==> src/rtl/ps2_event_rx_if.sv <==
// Event stream from the PS/2 receiver to its consumer: head-of-FIFO
// event plus a valid/ready handshake.
interface ps2_event_rx_if;
  logic       ev_valid;
  logic       ev_ready;
  logic [7:0] ev_code;
  logic       ev_release;
  logic       ev_extended;

  modport master (
    output ev_valid,
    output ev_code,
    output ev_release,
    output ev_extended,
    input  ev_ready
  );

  modport slave (
    input  ev_valid,
    input  ev_code,
    input  ev_release,
    input  ev_extended,
    output ev_ready
  );
endinterface

==> src/rtl/ps2_event_rx.sv <==
// PS/2 keyboard receiver: pin synchronisers, ps2clk glitch filter, frame
// FSM with timeout, E0/F0 prefix decoding and a first-word-fall-through
// event FIFO.
module ps2_event_rx #(
  parameter  int FILTER_LEN     = 8,
  parameter  int TIMEOUT_CYCLES = 50000,
  parameter  int FIFO_DEPTH     = 8,
  localparam int AW             = $clog2(FIFO_DEPTH)
) (
  input  logic          clk,
  input  logic          reset,
  input  logic          ps2clk,
  input  logic          ps2data,
  input  logic          clr_overflow,
  ps2_event_rx_if.master ev,
  output logic [AW:0]   fifo_count,
  output logic          parity_err,
  output logic          frame_err,
  output logic          overflow
);

  localparam int TW = $clog2(TIMEOUT_CYCLES + 1);

  typedef enum logic [1:0] {
    S_IDLE   = 2'd0,
    S_DATA   = 2'd1,
    S_PARITY = 2'd2,
    S_STOP   = 2'd3
  } state_t;

  // Odd parity: data bits plus parity bit must XOR to 1.
  function automatic logic odd_parity_ok(input logic [7:0] data, input logic par);
    return ^{data, par};
  endfunction

  logic [1:0]            clk_sync_r, data_sync_r;
  logic [FILTER_LEN-1:0] samp_r;
  logic                  filt_r;
  logic                  ps2clk_s, ps2data_s, fe_s, timeout_s;

  state_t     state_r, state_n;
  logic [2:0] bit_cnt_r, bit_cnt_n;
  logic [7:0] shift_r, shift_n;
  logic       par_r, par_n;
  logic [TW-1:0] to_cnt_r;
  logic       perr_n, ferr_n, byte_v_n;
  logic       byte_valid_r;
  logic [7:0] byte_r;

  logic       ext_pend_r, rel_pend_r, push_s;

  logic [9:0]    mem_r [FIFO_DEPTH];
  logic [AW-1:0] wr_ptr_r, rd_ptr_r;
  logic [AW:0]   count_r, count_n;
  logic          ev_valid_r, full_s, pop_s, do_push_s, drop_s;

  assign ps2clk_s  = clk_sync_r[1];
  assign ps2data_s = data_sync_r[1];
  assign fe_s      = filt_r & ~(|samp_r);
  assign timeout_s = (state_r != S_IDLE) && !fe_s &&
                     (to_cnt_r == TW'(TIMEOUT_CYCLES - 1));

  // Two-flop synchronisers, preset to the idle-high bus level.
  always_ff @(posedge clk) begin
    if (reset) begin
      clk_sync_r  <= 2'b11;
      data_sync_r <= 2'b11;
    end else begin
      clk_sync_r  <= {clk_sync_r[0], ps2clk};
      data_sync_r <= {data_sync_r[0], ps2data};
    end
  end

  // Clock filter: level changes only after FILTER_LEN agreeing samples.
  always_ff @(posedge clk) begin
    if (reset) begin
      samp_r <= {FILTER_LEN{1'b1}};
      filt_r <= 1'b1;
    end else begin
      samp_r <= {samp_r[FILTER_LEN-2:0], ps2clk_s};
      if (&samp_r) begin
        filt_r <= 1'b1;
      end else if (~(|samp_r)) begin
        filt_r <= 1'b0;
      end
    end
  end

  // Frame FSM next state; a timeout overrides any edge activity.
  always_comb begin
    state_n   = state_r;
    bit_cnt_n = bit_cnt_r;
    shift_n   = shift_r;
    par_n     = par_r;
    perr_n    = 1'b0;
    ferr_n    = 1'b0;
    byte_v_n  = 1'b0;
    if (timeout_s) begin
      state_n = S_IDLE;
      ferr_n  = 1'b1;
    end else if (fe_s) begin
      case (state_r)
        S_IDLE: begin
          if (!ps2data_s) begin
            state_n   = S_DATA;
            bit_cnt_n = 3'd0;
          end else begin
            state_n = S_IDLE;
          end
        end
        S_DATA: begin
          shift_n   = {ps2data_s, shift_r[7:1]};
          bit_cnt_n = bit_cnt_r + 3'd1;
          if (bit_cnt_r == 3'd7) begin
            state_n = S_PARITY;
          end else begin
            state_n = S_DATA;
          end
        end
        S_PARITY: begin
          par_n   = ps2data_s;
          state_n = S_STOP;
        end
        S_STOP: begin
          state_n = S_IDLE;
          if (!odd_parity_ok(shift_r, par_r)) begin
            perr_n = 1'b1;
          end else if (!ps2data_s) begin
            ferr_n = 1'b1;
          end else begin
            byte_v_n = 1'b1;
          end
        end
        default: state_n = S_IDLE;
      endcase
    end else begin
      state_n = state_r;
    end
  end

  // Frame FSM registers, timeout counter and registered error pulses.
  always_ff @(posedge clk) begin
    if (reset) begin
      state_r      <= S_IDLE;
      bit_cnt_r    <= 3'd0;
      shift_r      <= 8'd0;
      par_r        <= 1'b0;
      to_cnt_r     <= {TW{1'b0}};
      parity_err   <= 1'b0;
      frame_err    <= 1'b0;
      byte_valid_r <= 1'b0;
      byte_r       <= 8'd0;
    end else begin
      state_r      <= state_n;
      bit_cnt_r    <= bit_cnt_n;
      shift_r      <= shift_n;
      par_r        <= par_n;
      parity_err   <= perr_n;
      frame_err    <= ferr_n;
      byte_valid_r <= byte_v_n;
      byte_r       <= shift_r;
      if (fe_s || (state_r == S_IDLE)) begin
        to_cnt_r <= {TW{1'b0}};
      end else begin
        to_cnt_r <= to_cnt_r + TW'(1);
      end
    end
  end

  assign push_s = byte_valid_r && (byte_r != 8'hE0) && (byte_r != 8'hF0);

  // Prefix flags: E0/F0 arm them, any other byte or an error clears them.
  always_ff @(posedge clk) begin
    if (reset) begin
      ext_pend_r <= 1'b0;
      rel_pend_r <= 1'b0;
    end else if (parity_err || frame_err) begin
      ext_pend_r <= 1'b0;
      rel_pend_r <= 1'b0;
    end else if (byte_valid_r) begin
      case (byte_r)
        8'hE0:   ext_pend_r <= 1'b1;
        8'hF0:   rel_pend_r <= 1'b1;
        default: begin
          ext_pend_r <= 1'b0;
          rel_pend_r <= 1'b0;
        end
      endcase
    end
  end

  assign full_s    = (count_r == (AW+1)'(FIFO_DEPTH));
  assign pop_s     = ev_valid_r && ev.ev_ready;
  assign do_push_s = push_s && (!full_s || pop_s);
  assign drop_s    = push_s && full_s && !pop_s;

  // FIFO occupancy after this cycle's push/pop.
  always_comb begin
    count_n = count_r;
    case ({do_push_s, pop_s})
      2'b10:   count_n = count_r + {{AW{1'b0}}, 1'b1};
      2'b01:   count_n = count_r - {{AW{1'b0}}, 1'b1};
      default: count_n = count_r;
    endcase
  end

  // FIFO storage, pointers, count and sticky overflow.
  always_ff @(posedge clk) begin
    if (reset) begin
      wr_ptr_r   <= {AW{1'b0}};
      rd_ptr_r   <= {AW{1'b0}};
      count_r    <= {(AW+1){1'b0}};
      ev_valid_r <= 1'b0;
      overflow   <= 1'b0;
    end else begin
      if (do_push_s) begin
        mem_r[wr_ptr_r] <= {ext_pend_r, rel_pend_r, byte_r};
        wr_ptr_r        <= wr_ptr_r + {{(AW-1){1'b0}}, 1'b1};
      end
      if (pop_s) begin
        rd_ptr_r <= rd_ptr_r + {{(AW-1){1'b0}}, 1'b1};
      end
      count_r    <= count_n;
      ev_valid_r <= (count_n != {(AW+1){1'b0}});
      if (drop_s) begin
        overflow <= 1'b1;
      end else if (clr_overflow) begin
        overflow <= 1'b0;
      end
    end
  end

  assign fifo_count     = count_r;
  assign ev.ev_valid    = ev_valid_r;
  assign ev.ev_code     = ev_valid_r ? mem_r[rd_ptr_r][7:0] : 8'd0;
  assign ev.ev_release  = ev_valid_r ? mem_r[rd_ptr_r][8]   : 1'b0;
  assign ev.ev_extended = ev_valid_r ? mem_r[rd_ptr_r][9]   : 1'b0;

endmodule

==> src/flat_wrapper.sv <==
// flat-port wrapper written by rule: the top's interface ports become plain ports
module ps2_event_rx_flat 
#(
  parameter  int FILTER_LEN     = 8,
  parameter  int TIMEOUT_CYCLES = 50000,
  parameter  int FIFO_DEPTH     = 8,
  localparam int AW             = $clog2(FIFO_DEPTH)
)
  (clk, reset, ps2clk, ps2data, clr_overflow, fifo_count, parity_err, frame_err, overflow, ev_ev_valid, ev_ev_code, ev_ev_release, ev_ev_extended, ev_ev_ready);
  ps2_event_rx_if ev_i ();
  input  logic clk;
  input  logic reset;
  input  logic ps2clk;
  input  logic ps2data;
  input  logic clr_overflow;
  output logic [AW:0] fifo_count;
  output logic parity_err;
  output logic frame_err;
  output logic overflow;
  output wire logic [$bits(ev_i.ev_valid)-1:0] ev_ev_valid;
  output wire logic [$bits(ev_i.ev_code)-1:0] ev_ev_code;
  output wire logic [$bits(ev_i.ev_release)-1:0] ev_ev_release;
  output wire logic [$bits(ev_i.ev_extended)-1:0] ev_ev_extended;
  input wire logic [$bits(ev_i.ev_ready)-1:0] ev_ev_ready;
  assign ev_ev_valid = ev_i.ev_valid;
  assign ev_ev_code = ev_i.ev_code;
  assign ev_ev_release = ev_i.ev_release;
  assign ev_ev_extended = ev_i.ev_extended;
  assign ev_i.ev_ready = ev_ev_ready;
  ps2_event_rx #(.FILTER_LEN(FILTER_LEN), .TIMEOUT_CYCLES(TIMEOUT_CYCLES), .FIFO_DEPTH(FIFO_DEPTH)) u_core (.clk(clk), .reset(reset), .ps2clk(ps2clk), .ps2data(ps2data), .clr_overflow(clr_overflow), .ev(ev_i), .fifo_count(fifo_count), .parity_err(parity_err), .frame_err(frame_err), .overflow(overflow));
endmodule
==> config.mk <==
export PLATFORM = sky130hd
export DESIGN_NAME = ps2_event_rx_flat
export DESIGN_NICKNAME = d
export VERILOG_FILES = /design/src/rtl/ps2_event_rx_if.sv /design/src/rtl/ps2_event_rx.sv /design/src/flat_wrapper.sv
export SDC_FILE = /design/constraint.sdc
export NUM_CORES = 1
export LEC_CHECK = 0
export ABC_AREA = 1
export CORE_ASPECT_RATIO = 1.75
export CORE_MARGIN = 2
export CORE_UTILIZATION = 55
export DETAILED_ROUTE_END_ITERATION = 10
export GPL_TIMING_DRIVEN = 1
export PLACE_DENSITY = 0.73
export SYNTH_ARGS = -nofsm -noshare
export SYNTH_HDL_FRONTEND = slang
export SYNTH_SLANG_ARGS = --single-unit
==> constraint.sdc <==
create_clock -name clk -period 3.2 [get_ports clk]
set_input_delay 0.64 -clock clk [delete_from_list [all_inputs] [get_ports clk]]
set_output_delay 0.64 -clock clk [all_outputs]
set_load 0.02 [all_outputs]
======== After elaboration in Yosys (flattened, before gate mapping) ========
Memories as Yosys holds them, arrays and structs flattened. A register that Yosys moved wholly into a read port is not among the register bits.
Cells that the tools add are included.
word-level totals
  flip-flop bits (word level) ............. 68
  latch bits .............................. 0
  bits in writable memories ............... 80
  memory bits (read-only) ................. 0
  input port bits ......................... 6
  output and inout port bits .............. 18
  memories ................................ 1
cells by class
  add/subtract/negate cells ............... 6
  multiply operators ...................... 0
  divide/modulo/power cells ............... 0
  $lt $le $gt $ge ......................... 0
  eq/ne operators ......................... 13
  shifts and indexed selects .............. 0
  multiplexer cells ....................... 25
  bitwise logic cells ..................... 8
  reductions and logical operators ........ 33
memories
  name          depth  bits a word  read ports  clocked after memory_dff  wr ports  RTL line            text
  u_core.mem_r  8      10           1           1                         1         ps2_event_rx.sv:52  logic [9:0] mem_r [FIFO_DEPTH];
operators with widths
  operator                                                         count
  16-bit by 1-bit adder with 16-bit output, second input constant  1
  16-bit == test, second input constant                            1
  8-bit == test, second input constant                             2
  8-bit inequality test, second input constant                     2
  1-bit 2-to-1 mux                                                 15
  3-bit by 1-bit adder with 3-bit output, second input constant    3
  3-bit 2-to-1 mux                                                 3
  9-bit XOR reduction                                              1
  1-bit logical AND                                                8
  8-bit 2-to-1 mux                                                 1
  2-bit case mux with 4 select lines                               1
  4-bit case mux with 2 select lines                               1
  8-bit AND reduction                                              1
  2-bit OR reduction                                               4
  8-bit OR reduction                                               1
  1-bit inverter                                                   7
  2-bit == test, second input constant                             3
  3-bit case mux with 2 select lines                               1
  3-bit AND reduction                                              2
  2-bit nonzero test                                               3
  5-bit OR reduction                                               1
  4-bit by 1-bit adder with 4-bit output, second input constant    1
  2-bit by 1-bit == test with 1-bit output, second input constant  2
  4-bit == test, second input constant                             1
  13 further kinds                                                 19

======== Depth between registers and ports, before layout ========
  depth in word-level cells ............... 8
  mapped depth ............................ 18
  depth with buffers taken out ............ 18

======== Worst setup path after synthesis ========
OpenSTA, ideal clock, no wires.
  kind .................................... input -> register
  start point ............................. input port ev_ev_ready
  end point ............................... memory u_core.mem_r[0][0], enable pin
  setup time .............................. 0.390 ns
  arrival ................................. 2.028 ns
  required time ........................... 2.810 ns
  path slack .............................. 0.783 ns
  cell stages on the path ................. 6
  cells stage by stage .................... nand2_1 -> nand4_1 -> nand3_1 -> nor2_1 -> inv_1 -> nor3_1
between the ends
  cells in the longest elaborated chain, start to end .. 6
RTL lines
  what                                    RTL line             text
  start, declared                         flat_wrapper.sv:24   input wire logic [$bits(ev_i.ev_ready)-1:0] ev_ev_ready;
  1-bit logical AND                       ps2_event_rx.sv:193  assign pop_s = ev_valid_r && ev.ev_ready;
  1-bit logical OR                        ps2_event_rx.sv:194  assign do_push_s = push_s && (!full_s || pop_s);
  1-bit logical AND                       ps2_event_rx.sv:194
  1-bit 2-to-1 mux                        ps2_event_rx.sv:216  if (do_push_s) begin
  1-bit 2-to-1 mux                        ps2_event_rx.sv:209  if (reset) begin
  1-bit 2-to-1 mux (implied by the code)  ps2_event_rx.sv:217  mem_r[wr_ptr_r] <= {ext_pend_r, rel_pend_r, byte_r};
  end, declared                           ps2_event_rx.sv:52
No other way between the ends.

==> metrics.md <==
| Metric | Value |
|---|---|
| Run status | `completed` |
| Routed len/inst | `about 15 microns` |
| Share of layout cells above drive strength 1 | `11.0%` |
| Site Rows | `50` |
| DRT Pass-1 Iters | `5` |
| Leak | `0.00265 uW` |
| Clock root cell | `clkbuf_16` |
| Die Wd | `83.0 microns` |
| Req. time, crit path | `2.56 ns` |
| Clk slew on worst S/H paths | `approximately 0.060 ns` |
| DR DRC count | `0` |
| Final Cycle Share | `95.1%` |
| Mapped cell area | `6010 sq um` |
| Via count | `4201` |
| HPWL after DPL | `roughly 8000 microns` |
| Synth top area share | `between 30% and 40%` |
| Setup violators final | `0` |
| Most Crowded Layer GR | `met2` |
| Synth top area cells | `edfxtp_1, dfxtp_1, nor2_1, o21ai_0, nand2_1` |
| Max-cap violation count | `0` |
| Multi-input gate area | `1890 sq um` |
| Antenna Nets Post-Route | `0` |
| Core footprint | `around 11000 sq um` |
| Vias in the first global route | `4226` |
| # H-tree levels | `4` |
| Avg Cell Area, Syn | `10.1 sq um` |
| Routed WL | `12000 microns` |
| Largest net degree at the start of global routing | `41` |
| Max Slew Vio Count | `0` |
| Worst slew margin | `61.6%` |
| Distinct cell type count after synthesis | `38` |
| Initial DRC Count | `approximately 230` |
| Minimum clock period | `3.04 ns` |
| #FFs+latches synth | `151` |
| TNS Setup | `0 ns` |
| Hold_buf cts | `0` |
| Layout Skew | `0.0140 ns` |
| Min-delay worst type | `register to register` |
| Area Overhead vs Synth | `17.1%` |
| Fillers | `797` |
| Non-filler cells, final | `between 700 and 800` |
| Worst-path maximum fanout | `20` |
| Max Freq | `between 300 and 400 MHz` |
| Seq. cell area | `3820 sq um` |
| Net Switching | `about 1300 uW` |
| Cts bufs inserted | `17` |
| Clock network fraction of total power | `just over 40%` |
| Crit path DAT | `2.40 ns` |
| Grt total ovfl | `0` |
| Chip height | `142 microns` |
| Met3 GRT Util | `4.70%` |
| IO buf count | `23` |
| Power Dens Cells | `696 nW/um^2` |
| Initial Utilization | `a little under three fifths` |
| Vias per std cell | `about 5.4` |
| Worst-skew pair later-pin latency | `0.43 ns` |
| CP Capture Type | `output port` |
| Hold Vio Cnt, Final | `0` |
| Met1 Track Usage GR | `20.0%` |
| Unrepaired setup endpoints after global routing | `false` |
| Gr usage total | `20.9%` |
| Area leader, netlist | `edfxtp_1` |
| Sw Share | `26.4%` |
| Worst setup SP type | `register` |
| Placer Congestion | `0.798` |
| Worst-margin pin slew | `0.576 ns` |
| Sequential share of power | `43.2%` |
| TritonCTS clock tree | `built` |
| GR met2 Demand/Resource | `41.3%` |
| Yosys warns | `0` |
| Die area | `11800 sq um` |
| Final Net Count | `644` |
| Peak VDD IR | `between 400 and 500 uV` |
| Post-synth net total | `between 600 and 700` |
| Antenna diode count | `0` |
| Placed cells | `741` |
| Clock sinks | `151` |
| Initial antenna violation count | `0` |
| Register area share after synthesis | `63.6%` |
| Worst setup path class | `register to output port` |
| Combinational Power Share | `between 15 and 20%` |
| Max Buffers Root-to-Sink | `2` |
| Post-synthesis cell count | `594` |
| Internal | `3610 uW` |
| First-pass GRT wire length | `19300 microns` |
| I/O pin cnt | `24` |
state kept, by name, indices dropped and copies added, names as in the netlist, named ones only:
register,cells
u_core.filt_r,1
u_core.overflow,1
u_core.bit_cnt_r,3
u_core.byte_r,8
u_core.mem_r,80
u_core.frame_err,1
u_core.fifo_count,4
u_core.rel_pend_r,1
u_core.samp_r,8
u_core.wr_ptr_r,3
u_core.parity_err,1
u_core.byte_valid_r,1
u_core.ext_pend_r,1
u_core.ev.ev_valid,1
u_core.state_r,1
u_core.to_cnt_r,16
u_core.shift_r,8
u_core.rd_ptr_r,3
u_core.data_sync_r,2
u_core.clk_sync_r,2
u_core.par_r,1
final timing paths:
path	from	to	slack [ns]	depth (start not counted)
worst max-delay path	register	ev_ev_code[2]	0.16	5
worst min-delay path	u_core.data_sync_r[0]$_SDFF_PP1_	u_core.data_sync_r[1]$_SDFF_PP1_	0.41	1
worst max register to register	u_core.byte_r[3]$_SDFF_PP0_	u_core.ev.ev_valid$_SDFF_PP0_	0.40	16
worst min register to register	u_core.data_sync_r[0]$_SDFF_PP1_	u_core.data_sync_r[1]$_SDFF_PP1_	0.41	1
final cells by class:
type / instances / share of cell area (%)
clock inverter: 10 / 1.71
tap: 130 / 2.31
inverter: 57 / 3.09
timing repair buffer: 38 / 4.87
sequential: 151 / 54.3
clock buffer: 22 / 6.90
multi-input combinational: 365 / 26.8
power by group through the flow:
stage | clock network [uW] | registers [uW] | logic (uW)
5_1_grt | 2090 | 2120 | 875
2_1_floorplan | 0 | 2150 | 502
3_3_place_gp | 0 | 2150 | 767
4_1_cts | 2010 | 2110 | 795
3_5_place_dp | 0 | 2150 | 789
6_report | 1990 | 2120 | 791
through the flow:
stage | cell area (sq um) | total power (uW) | hold slack [ns] | worst slack, ns | utilization, %
6_report | 7040 | 4900 | 0.407 | 0.158 | 65.8
3_5_place_dp | 6430 | 2940 | 0.394 | 0.286 | 60.1
3_3_place_gp | 6430 | 2920 | 0.392 | 0.401 | 60.1
5_1_grt | 7040 | 5090 | 0.412 | 0.0445 | 65.8
2_1_floorplan | 6010 | 2650 | 0.389 | 0.783 | -
4_1_cts | 7040 | 4920 | 0.408 | 0.0281 | 65.8
cells in the mapped netlist:
cell type and number:
o21a_1 1, fa_1 1, nand4_1 9, xnor2_1 5, nor2_1 100, nand4_2 1, edfxtp_1 80, nor3_1 13
and3_1 1, nor3b_1 5, or2_2 8, o21ai_2 2, nor3_4 1, inv_1 54, nand2_1 56, nor2_4 2
nor2_2 6, nand3_1 15, inv_2 1, clkbuf_1 19, o21ai_0 67, o211ai_1 2, buf_2 1, o22ai_1 11
o21bai_1 1, a211oi_1 3, dfxtp_1 71, nand2_2 2, nand2_4 1, nand3b_1 2, a21oi_1 24, buf_6 1
ha_1 7, xor2_1 6, a31oi_1 11, clkinv_1 2, nand3_2 1, nor4_1 1
routing by layer:
layer / wire, microns / part of all wire (%) / up-vias
li1: - / - / 2102
met1: 4480 / 37 / 1980
met2: 6830 / 57 / 90
met3: 349 / 2.9 / 29
met4: 312 / 2.6 / 0
met5: 0 / 0 / -
cells by family (layout without fill, tap and decap cells):
kind of cell,count (synthesis),count (layout),share of synthesized area [%]
DFF,151,151,63.6
xor gates and xnor gates,11,11,1.60
and+or+nand+nor,224,224,17.0
buffers and inverters,78,127,5.02
adders and majority gates,8,8,1.79
AOI/OAI and AO/OA,122,122,11.0
timing repair:
action,4_1_cts,5_1_grt
gates resized for setup,0,1
endpoints found under the setup margin,0,10
setup buffers,0,0
worst max-delay path, cell delays in order (launching register included):
cell             delay [ns]
dfxtp_1                0.40
clkinvlp_4             0.35
nor2_1                 0.25
o21ai_0                0.11
a31oi_1                0.21
clkdlybuf4s50_1        0.65
placed cells by master, fill, tap and decap left out, drive strengths merged, types with 6 or more instances in the layout:
master | synthesis | routed
nor2 | 108 | 108
edfxtp | 80 | 80
dfxtp | 71 | 71
o21ai | 69 | 69
nand2 | 59 | 59
inv | 55 | 54
a21oi | 24 | 24
clkdlybuf4s50 | 0 | 23
clkbuf | 19 | 22
nand3 | 16 | 16
buf | 2 | 15
nor3 | 14 | 14
o22ai | 11 | 11
a31oi | 11 | 11
nand4 | 10 | 10
or2 | 8 | 8
ha | 7 | 7
clkinvlp | 0 | 6
xor2 | 6 | 6
Power figures use the tool's default switching activity.
